File: config.mk
export PLATFORM = sky130hd
export DESIGN_NAME = instr_encoder
export DESIGN_NICKNAME = d
export VERILOG_FILES = /design/src/rtl/instr_encoder.sv
export SDC_FILE = /design/constraint.sdc
export NUM_CORES = 1
export LEC_CHECK = 0
export BUFFER_PORTS_ARGS = -buffer_cell sky130_fd_sc_hd__buf_2
export CORE_ASPECT_RATIO = 1.5
export CORE_MARGIN = 2
export CORE_UTILIZATION = 56
export CTS_CLUSTER_DIAMETER = 200
export CTS_CLUSTER_SIZE = 10
export DETAILED_ROUTE_END_ITERATION = 10
export GPL_TIMING_DRIVEN = 0
export PLACE_DENSITY = 0.76
export SLEW_MARGIN = 20
export SYNTH_ARGS = -nofsm -noshare
export SYNTH_HDL_FRONTEND = slang
export SYNTH_SLANG_ARGS = --single-unit
File: constraint.sdc
create_clock -name clk -period 2.5 [get_ports clk]
set_input_delay 0.125 -clock clk [delete_from_list [all_inputs] [get_ports clk]]
set_output_delay 0.125 -clock clk [all_outputs]
set_load 0.01 [all_outputs]
File: src/rtl/instr_encoder.sv
// Frost32 instruction encoder: packs decoded fields into 32-bit words, buffers them in a FIFO
// and streams them with incrementing word addresses. Build option: INSTR_ENCODER_DROP_BAD_EN.
module instr_encoder #(
    parameter int          DEPTH     = 4,
    parameter logic [31:0] BASE_ADDR = 32'h0000_0000
) (
    input  logic                     clk,
    input  logic                     rst_n,
    input  logic                     flush,
    input  logic                     in_valid,
    output logic                     in_ready,
    input  logic [3:0]               in_group,
    input  logic [3:0]               in_ra_index,
    input  logic [3:0]               in_rb_index,
    input  logic [3:0]               in_rc_index,
    input  logic [3:0]               in_opcode,
    input  logic [15:0]              in_imm_val,
    output logic                     out_valid,
    input  logic                     out_ready,
    output logic [31:0]              out_data,
    output logic [31:0]              out_addr,
    output logic [$clog2(DEPTH):0]   count,
    output logic                     err_sticky,
    input  logic                     err_clr
);

    localparam int PW = (DEPTH > 1) ? $clog2(DEPTH) : 1;
    localparam int CW = $clog2(DEPTH) + 1;
    localparam logic [CW-1:0] DEPTH_C = CW'(DEPTH);

    logic [31:0]   mem_q [DEPTH];
    logic [PW-1:0] wr_ptr_q, wr_ptr_d;
    logic [PW-1:0] rd_ptr_q, rd_ptr_d;
    logic [CW-1:0] count_q, count_d;
    logic [31:0]   addr_q, addr_d;
    logic          err_q, err_d;

    logic [31:0]   enc_word;
    logic          enc_bad;
    logic          push;
    logic          store;
    logic          pop;

    always_comb begin
        enc_word = 32'h0;
        enc_bad  = 1'b0;
        case (in_group)
            4'd0, 4'd3, 4'd4: enc_word = {in_group, in_ra_index, in_rb_index, in_rc_index,
                                          12'h000, in_opcode};
            4'd1, 4'd2:       enc_word = {in_group, in_ra_index, in_rb_index, in_opcode,
                                          in_imm_val};
            4'd5: begin
                enc_word = {in_group, in_ra_index, in_rb_index, in_rc_index, in_opcode,
                            in_imm_val[11:0]};
                enc_bad  = (in_imm_val[15:12] != {4{in_imm_val[11]}});
            end
            default: begin
                enc_word = 32'h0;
                enc_bad  = 1'b1;
            end
        endcase
    end

    assign in_ready = (count_q < DEPTH_C);
    assign push     = in_valid & in_ready;
    assign pop      = (count_q != '0) & out_ready;
`ifdef INSTR_ENCODER_DROP_BAD_EN
    // Malformed words complete the handshake but never occupy a FIFO slot.
    assign store    = push & ~enc_bad;
`else
    assign store    = push;
`endif

    always_comb begin
        wr_ptr_d = wr_ptr_q;
        rd_ptr_d = rd_ptr_q;
        count_d  = count_q;
        addr_d   = addr_q;
        err_d    = err_q;
        if (flush) begin
            wr_ptr_d = '0;
            rd_ptr_d = '0;
            count_d  = '0;
            addr_d   = BASE_ADDR;
            err_d    = 1'b0;
        end else begin
            if (store) begin
                wr_ptr_d = wr_ptr_q + PW'(1);
            end
            if (pop) begin
                rd_ptr_d = rd_ptr_q + PW'(1);
                addr_d   = addr_q + 32'd4;
            end
            case ({store, pop})
                2'b10:   count_d = count_q + CW'(1);
                2'b01:   count_d = count_q - CW'(1);
                default: count_d = count_q;
            endcase
            if (err_clr) begin
                err_d = 1'b0;
            end
            // A malformed push in the same cycle as err_clr keeps the flag set.
            if (push && enc_bad) begin
                err_d = 1'b1;
            end
        end
    end

    always_ff @(posedge clk) begin
        if (!rst_n) begin
            wr_ptr_q <= '0;
            rd_ptr_q <= '0;
            count_q  <= '0;
            addr_q   <= BASE_ADDR;
            err_q    <= 1'b0;
        end else begin
            wr_ptr_q <= wr_ptr_d;
            rd_ptr_q <= rd_ptr_d;
            count_q  <= count_d;
            addr_q   <= addr_d;
            err_q    <= err_d;
        end
    end

    always_ff @(posedge clk) begin
        if (rst_n && !flush && store) begin
            mem_q[wr_ptr_q] <= enc_word;
        end
    end

    assign out_valid  = (count_q != '0);
    assign out_data   = out_valid ? mem_q[rd_ptr_q] : 32'h0;
    assign out_addr   = addr_q;
    assign count      = count_q;
    assign err_sticky = err_q;

endmodule

==> run summary, run 1 <==
flop2flop setup slack -> 130 ps
# diodes -> 0
clock root buffer master -> clkbuf_16
part of the cycle the worst path needs -> 94.9%
synthesized area -> 7090 um^2
Post-synth top flop -> edfxtp_1
flops & latches, synth -> 168
DR vias -> 4,475
relative slew slack -> 44.9%
Seq/Total Area, Yosys -> 65.5%
worst skew pair latency -> 420 ps
vias in the first global route -> 4,706
ratio of cells with drive above 1 in the final layout -> 30.3%
routed wire length -> 15,100 um
count leader, synth -> edfxtp_1
WP data required -> 2850 ps
I/O pins -> 112
# nets final -> 674
Setup Viol. Count Final -> 0
die area -> 13,600 um^2
total CTS buffers -> 17
row cnt -> 50
Multi-input gate area -> 2330 um^2
Post-synth top cells -> edfxtp_1 (128), nor2_1 (59), and2_1 (57)
post-CTS setup buffers -> 0
grt ovf -> 0
DRC -> 0
Setup Skew -> 7.17 ps
DRT iter0 DRCs -> 266
RSZ-0062 raised after global routing -> no
CP max stage cell -> dfxtp_1
top cell type's share of synthesized area -> 54.2%
TNS Setup -> 0 ps
GRT Total Usage -> 24.2%
Critical Path Start -> count[1]
Critical Path End Type -> flip-flop
Max Cap Violations -> 0
Synth Instances -> 491
number of port buffers -> 106
CTS tree -> built
pwr dens -> 690 nW/um^2
post-synthesis to final-layout area growth -> 20.8%
async set-reset flop share out of synthesis -> 0%
status -> completed
Worst-path clk slew -> 60 ps
arrival time at the worst endpoint -> 2720 ps
number of synthesized flops with an enable pin -> 128
Hold Slack -> 45.9 ps
DP HPWL -> 10,400 um
r2r startpoint -> count[1]
number of H-tree levels -> 4
antenna violations before repair -> 0
clock sink total -> 168
pin count of the biggest net entering global routing -> 20
hold wc startpoint -> err_clr
leakage -> 3.24 nW
minimum clock period -> 2370 ps
Least-Margin Pin Slew -> 827 ps
vias per cell -> 5.64
chip height -> 142 um
fmax -> 422 MHz
critical path class -> flip-flop to flip-flop
dominant cells by area after synthesis -> edfxtp_1 (54%), dfxtp_1 (11%), mux4_2 (10%)
Synth Warn # -> 0
Core ar. -> 12,400 um^2
Clock Path Buffers -> 2
Post-DRT Antenna Nets -> 0
Initial Utilization -> 56.9%
max-slew violations -> 0
number of distinct library cells after synthesis -> 35
DRT Pass-1 Iters -> 4
Worst setup SP type -> flip-flop
largest area contributor in the netlist -> edfxtp_1
final hold viol count -> 0
worst min path class -> input pin to flip-flop
critical path's largest stage delay -> 430 ps
Avg WL per Cell -> 19.0 um
first-pass GRT wire length -> 24,200 um
Max VDD drop -> 516 uV
sequential cell area -> 4650 um^2
crit-path cells -> nor3_4, inv_2, and2_1, buf_2, ha_1, inv_1, fa_1, xor2_1, or3_1, a21oi_1
Layout fillers -> 873
Syn Area/Cell -> 14.4 um^2
worst-path maximum fanout -> 7
DIE WIDTH -> 95.9 um
Final GP Congestion -> 0.832
==> layer usage <==
layer  global-route usage, %  vias up  wire length [um]
met4                    9.25        0               376
met2                    41.9      164              8080
met1                    26.9     2202              5400
met5                       0        -                 0
li1                        -     2076                 -
met3                    8.66       33              1220
==> cell families (layout without fill, tap and decap cells) <==
| logic type | after synthesis | after routing | share of synthesized area, % |
|---|---|---|---|
| and+or+nand+nor | 178 | 178 | 13.6 |
| xor gates and xnor gates | 30 | 30 | 3.71 |
| AOI/OAI and AO/OA | 37 | 37 | 3.07 |
| buffers and inverters | 35 | 177 | 2.05 |
| adders and majority gates | 7 | 7 | 1.34 |
| DFF | 168 | 168 | 65.5 |
| other | 1 | 6 | 0.0529 |
| muxes | 35 | 35 | 10.6 |
==> worst max-delay path, delay by kind of cell (launching register included) <==
| family | cells | cell delay (ps) |
|---|---|---|
| adders and majority gates | 2 | 610 |
| and+or+nand+nor | 3 | 550 |
| DFF | 1 | 430 |
| buffers and inverters | 3 | 400 |
| xor gates and xnor gates | 1 | 170 |
| AOI/OAI and AO/OA | 1 | 140 |
==> state kept, by name, indices dropped and copies added (netlist names), named ones only <==
name        cells
count           3
wr_ptr_q        2
rd_ptr_q        2
err_sticky      1
out_addr       30
mem_q         128
==> final cells by class <==
class / count / share of cell area [%]
sequential: 168 / 54.3
multi-input combinational: 293 / 27.3
tap: 156 / 2.28
clock inverter: 8 / 0.658
buffer: 24 / 1.30
timing repair buffer: 110 / 7.48
clock buffer: 24 / 6.26
inverter: 11 / 0.482
==> where the power goes <==
| part | leakage (nW) | internal, mW | switching, mW | total (mW) |
|---|---|---|---|---|
| logic | 1.42 | 0.133 | 0.196 | 0.329 |
| clock network | 0.288 | 1.50 | 1.04 | 2.54 |
| registers | 1.53 | 3.03 | 0.0107 | 3.04 |
| total | 3.24 | 4.66 | 1.24 | 5.90 |
==> cell usage in the layout (no fill, tap or decap), drive strengths merged, types with 2 or more instances in the layout <==
cell | netlist | final
edfxtp | 128 | 128
buf | 8 | 115
nor2 | 59 | 59
and2 | 57 | 57
clkbuf | 16 | 43
dfxtp | 40 | 40
mux4 | 32 | 32
xor2 | 22 | 22
a21oi | 17 | 17
nand4 | 14 | 14
nand2 | 13 | 13
a22oi | 12 | 12
nand3 | 12 | 12
inv | 11 | 12
xnor2 | 8 | 8
o21ai | 7 | 7
or3 | 6 | 6
ha | 6 | 6
conb | 1 | 6
clkinv | 0 | 5
nor3 | 4 | 4
and3 | 4 | 4
nor2b | 3 | 3
nor4 | 3 | 3
mux2i | 2 | 2
clkinvlp | 0 | 2
==> what timing repair did <==
action / in CTS / in global routing
setup endpoints to repair: 31 / 25
hold buffers: 0 / 0
resized for setup: 3 / 4
endpoints found under the hold margin: 0 / 0
==> worst paths after layout <==
| kind | to | cells after the start |
|---|---|---|
| worst min-delay path | err_sticky | 4 |
| worst min register to register | out_addr[30] | 2 |
| worst max register to register | count[2] | 10 |
| worst max-delay path | count[2] | 10 |
==> through the flow <==
stage	utilization (%)	cells	cell area, um^2	power (mW)	setup slack (ps)
floorplan	-	496	7110	3.28	312
global placement	62.9	758	7830	3.40	-374
detailed placement	63.8	762	7950	3.42	-287
CTS	68.7	794	8550	5.94	58.4
global route	68.8	794	8560	6.08	11.3
finish	68.8	794	8560	5.90	129
No activity file was read; power rests on OpenSTA's default activity.
==> run 2, diff against run 1 <==
--- a/config.mk
+++ b/config.mk
@@ -5,7 +5,7 @@
 export SDC_FILE = /design/constraint.sdc
 export NUM_CORES = 1
 export LEC_CHECK = 0
-export BUFFER_PORTS_ARGS = -buffer_cell sky130_fd_sc_hd__buf_2
+export BUFFER_PORTS_ARGS = -buffer_cell sky130_fd_sc_hd__buf_4
 export CORE_ASPECT_RATIO = 1.5
 export CORE_MARGIN = 2
 export CORE_UTILIZATION = 56
==> run 2 against run 1 <==
Compared with the run above: clock skew is 3.1 ps higher; non-clock buffer count grew 1; routed wire length fell by 1.3%; total power shrank 1.0%; utilization is 1.7 points higher; clock power fell by 4%; clock-buffer cell count fell by 7; maximum frequency barely moved; sequential share of layout area down 1.3 points; via count fell by 1.4%; critical path depth is 5 lower; register-to-register slack improved by 40 ps; critical endpoint is now out_data[14]; highest routed layer unchanged.
==> run summary, run 2 (synthesis results as in run 1) <==
worst setup margin -> 129 ps (about the same)
worst-path maximum fanout -> 10 (was 7)
vias in the first global route -> 4,569 (was 4,706)
number of H-tree levels -> 4 (unchanged)
max reg flops -> 128 (unchanged)
DRT iter0 DRCs -> 316 (was 266)
Final GP Congestion -> 0.839 (was 0.832)
part of the cycle the worst path needs -> 94.8% (was 94.9%)
Layout fillers -> 861 (was 873)
WP data required -> 2380 ps (was 2850 ps)
Top reg by flops -> mem_q (unchanged)
Post-CTS Hold Fix Bufs -> 0 (unchanged)
Setup Viol. Count Final -> 0 (unchanged)
GRT Total Usage -> 23.4% (was 24.2%)
Worst-path clk slew -> 70 ps (was 60 ps)
die area -> 13,600 um^2 (unchanged)
status -> completed (unchanged)
row cnt -> 50 (unchanged)
chip height -> 142 um (unchanged)
total power -> 5.84 mW (was 5.90 mW)
Finished Core Util -> 70.5% (was 68.8%)
I/O pins -> 112 (unchanged)
CP top delay family -> buffers and inverters (was adder cells)
TNS Setup -> 0 ps (unchanged)
DR vias -> 4,414 (was 4,475)
final hold viol count -> 0 (unchanged)
fmax -> 422 MHz (about the same)
Core ar. -> 12,400 um^2 (unchanged)
post-synthesis to final-layout area growth -> 23.7% (was 20.8%)
grt ovf -> 0 (unchanged)
DRC -> 0 (unchanged)
worst min path class -> input pin to flip-flop (unchanged)
CTS tree -> built (unchanged)
FF-to-FF path depth -> 10 (unchanged)
ratio of cells with drive above 1 in the final layout -> 30.5% (was 30.3%)
clock sink total -> 168 (unchanged)
leakage -> 3.24 nW (about the same)
number of port buffers -> 106 (unchanged)
Max VDD drop -> 499 uV (was 516 uV)
pwr dens -> 666 nW/um^2 (was 690 nW/um^2)
most frequent cells in the layout -> edfxtp_1 (128), buf_4 (109), nor2_1 (59), and2_1 (53), dfxtp_1 (39) (was edfxtp_1 (128), buf_2 (108), nor2_1 (59), and2_1 (53), dfxtp_1 (39))
first-pass GRT wire length -> 23,400 um (was 24,200 um)
critical path's largest stage delay -> 550 ps (was 430 ps)
pin count of the biggest net entering global routing -> 26 (was 20)
Avg WL per Cell -> 18.7 um (was 19.0 um)
Critical Path Stages -> 5 (was 10)
antenna violations before repair -> 0 (unchanged)
Worst setup SP type -> flip-flop (unchanged)
Post-Place Worst Slack -> -389 ps (was -287 ps)
max-slew violations -> 0 (unchanged)
DRT Pass-1 Iters -> 5 (was 4)
Multi-input gate area -> 2330 um^2 (unchanged)
Setup Skew -> 10.3 ps (was 7.17 ps)
most common cell after layout, fill and taps aside -> edfxtp_1 (unchanged)
Max Cap Violations -> 0 (unchanged)
routed wire length -> 14,900 um (was 15,100 um)
Post-DRT Antenna Nets -> 0 (unchanged)
arrival time at the worst endpoint -> 2250 ps (was 2720 ps)
relative slew slack -> 43.3% (was 44.9%)
DIE WIDTH -> 95.9 um (unchanged)
vias per cell -> 5.55 (was 5.64)
# diodes -> 0 (unchanged)
# nets final -> 675 (was 674)
crit-path cells -> clkbuf_1, clkbuf_4, mux4_2, and2_1, buf_4 (was nor3_4, inv_2, and2_1, buf_2, ha_1, inv_1, fa_1, xor2_1, or3_1, a21oi_1)
Least-Margin Pin Slew -> 850 ps (was 827 ps)
worst path bufs/invs -> 3 (unchanged)
clock root buffer master -> clkbuf_16 (unchanged)
minimum clock period -> 2370 ps (about the same)
sequential cell area -> 4650 um^2 (unchanged)
Critical Path End Type -> output pin (was flip-flop)
CP max stage cell -> mux4_2 (was dfxtp_1)
total CTS buffers -> 17 (unchanged)
worst skew pair latency -> 420 ps (about the same)
critical path class -> flip-flop to output pin (was flip-flop to flip-flop)
DP HPWL -> 10,100 um (was 10,400 um)
Clock Path Buffers -> 2 (unchanged)
worst hold path depth -> 2 (was 4)
Initial Utilization -> 56.9% (unchanged)
[run 2: cell types whose count changed in the layout (fill, tap and decap cells not counted), sizes merged]
cell	previous run	this run
inv	12	19
clkinvlp	2	3
clkinv	5	4
buf	115	116
clkbuf	43	36
[run 2: final cells by class]
type                    count  area share (%)
flip-flops and latches    168            53.0
clock inverters            15            1.54
plain buffers              24            1.27
well taps                 156            2.23
repair buffers            111            10.1
multi-input cells         293            26.6
clock buffers              17            4.85
inverters                  11           0.471
[run 2: what timing repair did]
item | in CTS | in global routing
resized for setup | 2 | 5
pin swaps | 0 | 1
endpoints found under the setup margin | 32 | 30
setup buffers | 0 | 1
[run 2: worst paths after layout]
path | startpoint | end | slack [ps]
worst min register to register | out_addr[30] | out_addr[30] | 530
worst min-delay path | in_imm_val[6] | mem_q[1][6] | 60
worst max-delay path | flip-flop | out_data[14] | 130
worst max register to register | count[0] | count[2] | 170
[run 2: through the flow]
stage	std cells	cell area, um^2	hold WS [ps]
detailed placement	762	8180	464
CTS	794	8750	22.2
floorplan	496	7110	353
finish	795	8770	55.1
global route	795	8770	59.1
global placement	758	8100	453
[run 2: layer usage]
layer / share of wire (%) / global-route usage, %
met4: 1.7 / 7.82
met2: 54 / 40.8
met1: 38 / 27.2
met5: 0 / 0
met3: 6.8 / 6.90
[run 2: where the power goes]
part           internal [mW]  leakage, nW  total (mW)  switching [mW]
clock                   1.31        0.266        2.45            1.14
sequential              3.02         1.53        3.03          0.0104
combinational          0.166         1.44       0.361           0.195
==> run 3, diff against run 2 <==
--- a/config.mk
+++ b/config.mk
@@ -12,7 +12,7 @@
 export CTS_CLUSTER_DIAMETER = 200
 export CTS_CLUSTER_SIZE = 10
 export DETAILED_ROUTE_END_ITERATION = 10
-export GPL_TIMING_DRIVEN = 0
+export GPL_TIMING_DRIVEN = 1
 export PLACE_DENSITY = 0.76
 export SLEW_MARGIN = 20
 export SYNTH_ARGS = -nofsm -noshare
==> run 3 against run 2 <==
Compared with the run above: total power grew 2.3%; cell area is essentially flat; sequential power is essentially flat; critical path depth is 1 lower; combinational power shrank 3%; highest routed layer unchanged; non-clock buffer count fell by 12; critical path type unchanged; clock power grew 6%.
==> run summary, run 3 (synthesis results as in run 1) <==
worst min path class -> input pin to flip-flop (unchanged)
first-pass GRT wire length -> 23,900 um (was 23,400 um)
ratio of cells with drive above 1 in the final layout -> 30.6% (was 30.5%)
fmax -> 448 MHz (was 422 MHz)
chip height -> 142 um (unchanged)
FF-to-FF path depth -> 9 (was 10)
DRC -> 0 (unchanged)
max reg flops -> 128 (unchanged)
post-CTS setup buffers -> 0 (unchanged)
# diodes -> 0 (unchanged)
Seq pwr share -> 50.8% (was 51.9%)
final hold viol count -> 0 (unchanged)
Pint -> 4.75 mW (was 4.50 mW)
Worst setup SP type -> flip-flop (unchanged)
routed wire length -> 15,100 um (was 14,900 um)
DRT iter0 DRCs -> 213 (was 316)
pin count of the biggest net entering global routing -> 40 (was 26)
worst setup path endpoint -> out_data[1] (was out_data[14])
r2r startpoint -> count[2] (was count[0])
status -> completed (unchanged)
critical path class -> flip-flop to output pin (unchanged)
Avg WL per Cell -> 19.2 um (was 18.7 um)
clock root buffer master -> clkbuf_16 (unchanged)
R2R Path End -> count[2] (unchanged)
Comb power frac -> 5.8% (was 6.2%)
max-slew violations -> 0 (unchanged)
Post-DRT Antenna Nets -> 0 (unchanged)
Top reg by flops -> mem_q (unchanged)
DIE WIDTH -> 95.9 um (unchanged)
most common cell after layout, fill and taps aside -> edfxtp_1 (unchanged)
Core ar. -> 12,400 um^2 (unchanged)
Net Sw Frac -> 20.5% (was 23.0%)
Critical Path End Type -> output pin (unchanged)
antenna violations before repair -> 0 (unchanged)
arrival time at the worst endpoint -> 2110 ps (was 2250 ps)
leakage -> 3.25 nW (was 3.24 nW)
Initial Utilization -> 56.9% (unchanged)
Max Cap Violations -> 0 (unchanged)
RSZ-0062 raised after global routing -> no
Worst-path clk slew -> 60 ps (was 70 ps)
die area -> 13,600 um^2 (unchanged)
Clock Path Buffers -> 2 (unchanged)
clock sink total -> 168 (unchanged)
power share of the clock group -> 43.3% (was 41.9%)
post-synthesis to final-layout area growth -> 23.8% (was 23.7%)
flop2flop setup slack -> 360 ps (was 170 ps)
relative slew slack -> 50.6% (was 43.3%)
Setup Skew -> 9.39 ps (was 10.3 ps)
pwr dens -> 681 nW/um^2 (was 666 nW/um^2)
vias in the first global route -> 4,722 (was 4,569)
number of H-tree levels -> 4 (unchanged)
grt ovf -> 0 (unchanged)
worst-path maximum fanout -> 12 (was 10)
minimum clock period -> 2230 ps (was 2370 ps)
most frequent cells in the layout -> edfxtp_1 (128), buf_4 (118), nor2_1 (59), and2_1 (57), dfxtp_1 (39) (was edfxtp_1 (128), buf_4 (109), nor2_1 (59), and2_1 (53), dfxtp_1 (39))
part of the cycle the worst path needs -> 89.2% (was 94.8%)
WP data required -> 2380 ps (about the same)
DP HPWL -> 9840 um (was 10,100 um)
Setup Viol. Count Final -> 0 (unchanged)
total CTS buffers -> 17 (unchanged)
worst skew pair latency -> 420 ps (about the same)
DRT Pass-1 Iters -> 4 (was 5)
Least-Margin Pin Slew -> 741 ps (was 850 ps)
GRT Total Usage -> 23.9% (was 23.4%)
Switch Pwr -> 1.23 mW (was 1.34 mW)
Finished Core Util -> 70.5% (about the same)
DR vias -> 4,444 (was 4,414)
CTS tree -> built (unchanged)
Max VDD drop -> 456 uV (was 499 uV)
number of port buffers -> 109 (was 106)
Final GP Congestion -> 0.810 (was 0.839)
row cnt -> 50 (unchanged)
vias per cell -> 5.68 (was 5.55)
I/O pins -> 112 (unchanged)
# nets final -> 663 (was 675)
TNS Setup -> 0 ps (unchanged)
[run 3: cell types whose count changed in the layout (fill, tap and decap cells not counted), moves of 2 or more]
cell	before	now
and2_1	53	57
and2_2	4	0
buf_2	2	0
buf_4	109	118
bufinv_16	0	3
clkbuf_1	16	2
clkbuf_4	3	0
clkinv_2	0	2
inv_6	6	0
inv_8	2	0
[run 3: metal layers]
metal	vias up	global-route usage, %	wire, um
li1	2052	-	-
met1	2203	27.3	5470
met3	32	6.74	1040
met2	157	40.6	8110
met4	0	11.4	447
met5	-	0	0
[run 3: power by group through the flow]
stage	Clock [mW]	Combinational, mW	Sequential, mW
6_report	2.59	0.349	3.04
5_1_grt	2.73	0.385	3.04
4_1_cts	2.63	0.353	3.04
3_5_place_dp	0	0.351	3.10
3_3_place_gp	0	0.338	3.09
2_1_floorplan	0	0.191	3.09
[run 3: area by class of cell]
| type | count | area [um^2] |
|---|---|---|
| repair buffers | 123 | 986 |
| flip-flops and latches | 168 | 4650 |
| inverters | 11 | 41.3 |
| clock inverters | 13 | 155 |
| clock buffers | 19 | 433 |
| well taps | 156 | 195 |
| multi-input cells | 293 | 2320 |
| fillers | 831 | 3670 |
[run 3: worst max-delay path: stages, from the launching register on]
cell	delay, ps
dfxtp_2	630
buf_12	230
mux4_2	510
and2_1	180
buf_4	140
[run 3: worst min-delay path by stage]
| stage | start | endpoint | slack [ps] | cells past startpoint |
|---|---|---|---|---|
| 6_report | in_group[2] | err_sticky | 20 | 3 |
| 5_1_grt | in_group[2] | err_sticky | 40 | 3 |
| 4_1_cts | in_group[2] | err_sticky | 6 | 3 |
| 3_5_place_dp | in_group[2] | err_sticky | 440 | 3 |
| 3_3_place_gp | in_group[2] | err_sticky | 440 | 3 |
| 2_1_floorplan | err_clr | err_sticky | 350 | 3 |
[run 3: stage by stage]
step / area [um^2] / cells / hold WS, ps / worst slack (ps) / power (mW)
2_1_floorplan: 7110 / 496 / 353 / 312 / 3.28
3_3_place_gp: 8190 / 751 / 442 / 377 / 3.43
3_5_place_dp: 8190 / 751 / 442 / 191 / 3.45
4_1_cts: 8770 / 783 / 6.21 / 187 / 6.02
5_1_grt: 8780 / 783 / 38.7 / 152 / 6.15
6_report: 8780 / 783 / 22.2 / 269 / 5.98
[run 3: timing repair]
action                                  in CTS  in global routing
hold buffers                                 0                  0
endpoints found under the setup margin       0                  1
resized for setup                            0                  1
